$ cat src/rtl/rv32i.sv
// RV32I shared types: register-file write-enable encoding.
package rv32i;

   typedef enum logic {
      REG_NO_WE = 1'b0,
      REG_WE    = 1'b1
   } reg_we_e;

endpackage

$ cat src/rtl/lsu.sv
// Load/store unit: accepts one RV32I load or store, performs a single
// word-aligned memory access, formats store lanes, extracts and extends
// load data, and drives the register-file write port for one cycle.
module lsu
   import rv32i::*;
(
   input  logic        clk,
   input  logic        reset,
   input  logic        req_valid,
   output logic        req_ready,
   input  logic        req_is_store,
   input  logic [2:0]  req_funct3,
   input  logic [31:0] req_addr,
   input  logic [31:0] req_wdata,
   input  logic [4:0]  req_rd,
   output logic        mem_valid,
   input  logic        mem_ready,
   output logic [31:0] mem_addr,
   output logic        mem_we,
   output logic [3:0]  mem_wstrb,
   output logic [31:0] mem_wdata,
   input  logic        mem_rvalid,
   input  logic [31:0] mem_rdata,
   output reg_we_e     wb_we,
   output logic [4:0]  wb_rd,
   output logic [31:0] wb_data,
   output logic        busy,
   output logic        done,
   output logic        fault
);

   typedef enum logic [2:0] {
      S_IDLE  = 3'd0,
      S_REQ   = 3'd1,
      S_WAIT  = 3'd2,
      S_WB    = 3'd3,
      S_SDONE = 3'd4,
      S_FAULT = 3'd5
   } state_e;

   state_e      state;
   state_e      state_n;

   logic [31:0] addr_q;
   logic [31:0] wdata_q;
   logic [2:0]  funct3_q;
   logic        is_store_q;
   logic [4:0]  rd_q;
   logic [31:0] rdata_q;

   logic        accept;
   logic        bad_req;
   logic        load_rx;
   logic [3:0]  st_wstrb;
   logic [31:0] st_wdata;
   logic [7:0]  ld_byte;
   logic [15:0] ld_half;
   logic [31:0] ld_value;

   assign accept = req_valid && (state == S_IDLE);

   // Read data is taken only when a load is actually listening for it.
   assign load_rx = ((state == S_REQ) && mem_ready && !is_store_q && mem_rvalid) ||
                    ((state == S_WAIT) && mem_rvalid);

   // Misalignment and illegal-encoding check on the incoming request.
   always_comb begin
      bad_req = 1'b0;
      if (req_is_store) begin
         if (req_funct3 >= 3'b011) bad_req = 1'b1;
      end else begin
         if ((req_funct3 == 3'b011) || (req_funct3 == 3'b110) || (req_funct3 == 3'b111))
            bad_req = 1'b1;
      end
      if ((req_funct3[1:0] == 2'b01) && req_addr[0])
         bad_req = 1'b1;
      if ((req_funct3[1:0] == 2'b10) && (req_addr[1:0] != 2'b00))
         bad_req = 1'b1;
   end

   // State register.
   always_ff @(posedge clk) begin
      if (reset) state <= S_IDLE;
      else       state <= state_n;
   end

   // Request fields, frozen from accept until the return to IDLE.
   always_ff @(posedge clk) begin
      if (reset) begin
         addr_q     <= '0;
         wdata_q    <= '0;
         funct3_q   <= '0;
         is_store_q <= 1'b0;
         rd_q       <= '0;
      end else if (accept) begin
         addr_q     <= req_addr;
         wdata_q    <= req_wdata;
         funct3_q   <= req_funct3;
         is_store_q <= req_is_store;
         rd_q       <= req_rd;
      end
   end

   // Load data capture register.
   always_ff @(posedge clk) begin
      if (reset)        rdata_q <= '0;
      else if (load_rx) rdata_q <= mem_rdata;
   end

   // Next-state logic.
   always_comb begin
      state_n = state;
      case (state)
         S_IDLE: begin
            if (req_valid) state_n = bad_req ? S_FAULT : S_REQ;
         end
         S_REQ: begin
            if (mem_ready) begin
               if (is_store_q)      state_n = S_SDONE;
               else if (mem_rvalid) state_n = S_WB;
               else                 state_n = S_WAIT;
            end
         end
         S_WAIT: begin
            if (mem_rvalid) state_n = S_WB;
         end
         S_WB:    state_n = S_IDLE;
         S_SDONE: state_n = S_IDLE;
         S_FAULT: state_n = S_IDLE;
         default: state_n = S_IDLE;
      endcase
   end

   // Store lane replication and byte strobes.
   always_comb begin
      st_wstrb = '0;
      st_wdata = wdata_q;
      if (is_store_q) begin
         case (funct3_q[1:0])
            2'b00: begin
               st_wstrb = 4'b0001 << addr_q[1:0];
               st_wdata = {4{wdata_q[7:0]}};
            end
            2'b01: begin
               st_wstrb = addr_q[1] ? 4'b1100 : 4'b0011;
               st_wdata = {2{wdata_q[15:0]}};
            end
            default: begin
               st_wstrb = 4'b1111;
               st_wdata = wdata_q;
            end
         endcase
      end
   end

   // Load lane selection and sign/zero extension.
   always_comb begin
      case (addr_q[1:0])
         2'b00:   ld_byte = rdata_q[7:0];
         2'b01:   ld_byte = rdata_q[15:8];
         2'b10:   ld_byte = rdata_q[23:16];
         default: ld_byte = rdata_q[31:24];
      endcase
      ld_half = addr_q[1] ? rdata_q[31:16] : rdata_q[15:0];
      case (funct3_q)
         3'b000:  ld_value = {{24{ld_byte[7]}}, ld_byte};
         3'b001:  ld_value = {{16{ld_half[15]}}, ld_half};
         3'b100:  ld_value = {24'd0, ld_byte};
         3'b101:  ld_value = {16'd0, ld_half};
         default: ld_value = rdata_q;
      endcase
   end

   // Output decode from state; memory and write-back buses are zero when idle.
   always_comb begin
      req_ready = (state == S_IDLE);
      busy      = (state != S_IDLE);
      mem_valid = 1'b0;
      mem_addr  = '0;
      mem_we    = 1'b0;
      mem_wstrb = '0;
      mem_wdata = '0;
      wb_we     = REG_NO_WE;
      wb_rd     = '0;
      wb_data   = '0;
      done      = 1'b0;
      fault     = 1'b0;
      case (state)
         S_REQ: begin
            mem_valid = 1'b1;
            mem_addr  = {addr_q[31:2], 2'b00};
            mem_we    = is_store_q;
            mem_wstrb = st_wstrb;
            mem_wdata = st_wdata;
         end
         S_WB: begin
            wb_we   = (rd_q != 5'd0) ? REG_WE : REG_NO_WE;
            wb_rd   = rd_q;
            wb_data = ld_value;
            done    = 1'b1;
         end
         S_SDONE: done  = 1'b1;
         S_FAULT: fault = 1'b1;
         default: ;
      endcase
   end

endmodule

$ cat config.mk
export PLATFORM = sky130hd
export DESIGN_NAME = lsu
export DESIGN_NICKNAME = d
export VERILOG_FILES = /design/src/rtl/rv32i.sv /design/src/rtl/lsu.sv
export SDC_FILE = /design/constraint.sdc
export NUM_CORES = 1
export LEC_CHECK = 0
export CAP_MARGIN = 40
export CORE_ASPECT_RATIO = 0.5
export CORE_UTILIZATION = 45
export DETAILED_ROUTE_END_ITERATION = 8
export GPL_TIMING_DRIVEN = 0
export PLACE_DENSITY = 0.82
export SYNTH_ARGS = -nofsm -noshare
export SYNTH_HDL_FRONTEND = slang
export SYNTH_SLANG_ARGS = --single-unit
$ cat constraint.sdc
create_clock -name clk -period 1.8 [get_ports clk]
set_input_delay 0.27 -clock clk [delete_from_list [all_inputs] [get_ports clk]]
set_output_delay 0.27 -clock clk [all_outputs]
set_load 0.02 [all_outputs]
==> results_tabular.tex, run 1 <==
\begin{tabular}{lr}
\hline
Metric & Value \\
\hline
\multicolumn{2}{l}{\textbf{Clocking}} \\
Number of hold buffers added after cts & 0 \\
Num CTS Buffers & 9 \\
Number of clock sinks & roughly 110 \\
Skew-Pair Late Insertion Delay & 0.36 ns \\
H-tree levels & 3 \\
Buffer levels on the longest clock path & 2 \\
Library cell used as clock root buffer & sky130\_fd\_sc\_hd\_\_clkbuf\_16 \\
TritonCTS clock tree & built \\
CTS clock-pin slew for the worst setup and hold paths & about 0.080 ns \\
\multicolumn{2}{l}{\textbf{Outcome}} \\
Failing checks & negative setup slack \\
Outcome & finished, violations left \\
\multicolumn{2}{l}{\textbf{Critical path}} \\
Maximum net fanout on the critical path & 10 \\
Slowest library cell on the worst path & sky130\_fd\_sc\_hd\_\_o21ai\_0 \\
Sort of element at the start of the critical path & register \\
Critical path class & register to output pin \\
Kind of end point of the critical path & output pin \\
Register-to-register setup slack & -0.23 ns \\
Sequence of cells on the critical path & buf\_8, clkbuf\_4, o21ai\_0, a21oi\_2, buf\_6 \\
Data required, critical path & between 1.5 and 2 ns \\
Crit path DAT & 1.99 ns \\
Largest incremental delay on the critical path & 0.61 ns \\
\multicolumn{2}{l}{\textbf{Final layout}} \\
Post-route cell area & 0.0104 sq mm \\
Nets & 1167 \\
Antenna cells & 0 \\
Share of cells above drive strength 1 & 0.381 \\
Synthesis-to-finish area growth & 78.1\% \\
\multicolumn{2}{l}{\textbf{Synthesis}} \\
Number of synthesized flops with an enable pin & 0 \\
Most frequent cell after synthesis & sky130\_fd\_sc\_hd\_\_nand2\_1 \\
Count of synthesis-stage warnings from yosys & 0 \\
Dominant register cell in the synthesized netlist & sky130\_fd\_sc\_hd\_\_dfxtp\_1 \\
Async S/R FF share, synth & 0 \\
Gate Count Post-Synth & around 760 \\
Seq/Total Area, Yosys & 0.370 \\
Avg Cell Area, Syn & 7.67 sq um \\
Leading post-synthesis cells by cell area & sky130\_fd\_sc\_hd\_\_dfxtp\_1 37\%, sky130\_fd\_sc\_hd\_\_nand2\_1 12\%, sky130\_fd\_sc\_hd\_\_mux2i\_1 9.4\%, sky130\_fd\_sc\_hd\_\_a21oi\_1 8.1\%, sky130\_fd\_sc\_hd\_\_nand2b\_1 7.4\% \\
Summed instance area of the synthesized netlist & 0.00584 sq mm \\
Top cell type by total area after synthesis & sky130\_fd\_sc\_hd\_\_dfxtp\_1 \\
Top post-synthesis cells by count & 194 x sky130\_fd\_sc\_hd\_\_nand2\_1, 108 x sky130\_fd\_sc\_hd\_\_dfxtp\_1, 95 x sky130\_fd\_sc\_hd\_\_a21oi\_1, 69 x sky130\_fd\_sc\_hd\_\_nand2b\_1, 55 x sky130\_fd\_sc\_hd\_\_mux2i\_1 \\
Area share of the largest cell type after synthesis & 0.370 \\
Number of synthesized register bits & about 110 \\
Number of distinct library cells after synthesis & 46 \\
\multicolumn{2}{l}{\textbf{Place}} \\
Placed Instance Area & 0.00825 sq mm \\
Count of buffers inserted at the top-level ports & $\sim$220 \\
HPWL after detailed placement & $\sim$14000 um \\
Gp weighted congestion & around 0.9 \\
Worst slack at placement & -0.739 ns \\
\multicolumn{2}{l}{\textbf{Timing}} \\
Share of the cycle needed by the critical path after routing & 1.25 \\
Fmax & 0.443 GHz \\
Endpoints failing hold & 0 \\
Final period demand of the worst path & 2.26 ns \\
Setup slack after layout & -0.457 ns \\
Slew Limit Fails & 0 \\
Final total negative setup slack & -36.87 ns \\
Total of endpoints with negative setup slack in the final report & between 150 and 200 \\
Setup repair after global routing missed its margin & yes \\
Worst hold slack & 0.416 ns \\
Relative slew slack & 0.509 \\
Clock skew after layout & 0.00951 ns \\
Measured slew at the worst slew-check pin & 0.737 ns \\
\multicolumn{2}{l}{\textbf{Worst hold path}} \\
Worst min-delay path class & input port to register \\
\multicolumn{2}{l}{\textbf{Routing}} \\
Routed vias & 7724 \\
Number of optimization iterations in the first detailed-route pass & 7 \\
Post-detailed-route via-to-cell ratio & 6.30 \\
Antenna viol nets, final & 0 \\
Number of design rule violations left after detail routing & 0 \\
Final wirelength & 29400 um \\
First-iteration detailed-routing DRC count & 874 \\
Mean routed wirelength per cell & 23.9 um \\
\multicolumn{2}{l}{\textbf{GRT}} \\
Number of antenna violations at the first check in global routing & 0 \\
Total GRT Usage & 0.335 \\
Pin count of the biggest net entering global routing & 20 \\
Residual overflow from global routing & 0 \\
Global-route wire length before repair & 34800 um \\
Vias in the first global route & 6811 \\
\multicolumn{2}{l}{\textbf{Power}} \\
Maximum ir drop on the vdd rail & 534 uV \\
PD cells & 811 mW/mm\^{}2 \\
Static leakage power & 4.08 nW \\
\multicolumn{2}{l}{\textbf{Run}} \\
Total of max-cap violations & 0 \\
\multicolumn{2}{l}{\textbf{Floorplanning}} \\
Area inside the core boundary & 0.0122 sq mm \\
Total Die Area & around 0.013 sq mm \\
Die Span Y & between 80 and 90 um \\
Num ports & 222 \\
Std cell rows & 28 \\
Horizontal die dimension & around 160 um \\
Starting density of the core & 0.478 \\
\hline
\end{tabular}
through the flow:
| stage | total power, mW | std cells | utilization |
|---|---|---|---|
| after floorplan | 4.03 | 763 | - |
| after global placement | 4.81 | 1146 | 0.675 |
| after detailed placement | 4.85 | 1146 | 0.675 |
| after CTS | 7.30 | 1199 | 0.771 |
| after global routing | 8.63 | 1227 | 0.851 |
| final | 8.43 | 1227 | 0.851 |
power breakdown:
| part | internal, mW | switching, mW | total [mW] |
|---|---|---|---|
| Combinational | 1.70 | 1.79 | 3.50 |
| Clock | 0.971 | 1.06 | 2.03 |
| Sequential | 2.63 | 0.275 | 2.91 |
path summary, 6_finish.rpt:
path | start | endpoint | cells past startpoint
max | funct3_q[0] | mem_wdata[8] | 5
min | reset | rdata_q[13] | 3
max reg2reg | state[1] | wdata_q[13] | 9
min reg2reg | addr_q[13] | addr_q[13] | 2
state kept, by name, summed over array words and instances, names as in the netlist:
register,flops
rdata_q,32
funct3_q,3
rd_q,5
wdata_q,32
is_store_q,1
state,3
addr_q,32
layer usage:
layer / wire [um] / GRT usage / up-vias
met5: 0 / 0 / -
met4: 2250 / 0.226 / 0
met3: 3400 / 0.0724 / 260
met2: 13000 / 0.582 / 739
met1: 10700 / 0.380 / 3575
li1: - / - / 3150
kinds of logic (layout without fill, tap and decap cells):
group,Yosys count,after routing,share of synthesized area
simple gates,357,357,0.303
compound gates,165,165,0.169
flops,108,108,0.370
buf+inv,74,373,0.0585
mux,57,57,0.0987
other cells,1,2,0.000642
worst max-delay path: cells and delay by family (launching register included):
kind                   cells  cell delay (ns)
AOI/OAI and AO/OA          2             0.74
buffers and inverters      3             0.53
DFF                        1             0.37
layout by cell type, fill, tap and decap left out, drive strengths merged, types with 9 or more instances in the layout:
master,netlist,final
nor2,16,16
nand2b,69,69
o21ai,12,12
a31oi,15,15
nand2,194,194
clkbuf,30,46
a21oi,96,96
dfxtp,108,108
mux2i,55,55
a211oi,9,9
o211ai,17,17
nor2b,10,10
buf,38,207
and2,43,43
clkdlybuf4s50,0,108
repair_timing:
item,in CTS,in global routing
setup buffers,30,22
pin swaps,28,42
resized for setup,767,197
endpoints found under the hold margin,0,0
endpoints found under the setup margin,110,153
cloned,8,9
cell type report:
cell class | instances | area (sq um)
multi-input combinational | 581 | 4070
clock inverter | 6 | 56.3
clock buffer | 10 | 229
inverter | 6 | 40.0
fill | 554 | 1820
timing repair buffer | 285 | 2990
tap | 165 | 206
buffer | 66 | 633
sequential | 108 | 2180
Power figures use the tool's default switching activity.
==> inputs of run 2 (changes only) <==
- CAP_MARGIN: 40 -> 25
==> results of run 2 <==
The final DEF is identical to that of run 1; final timing and power are the same.
==> inputs of run 3 (changes only) <==
- CAP_MARGIN: 25 -> not set
==> results of run 3 <==
The final DEF is identical to that of run 1; final timing and power are the same.
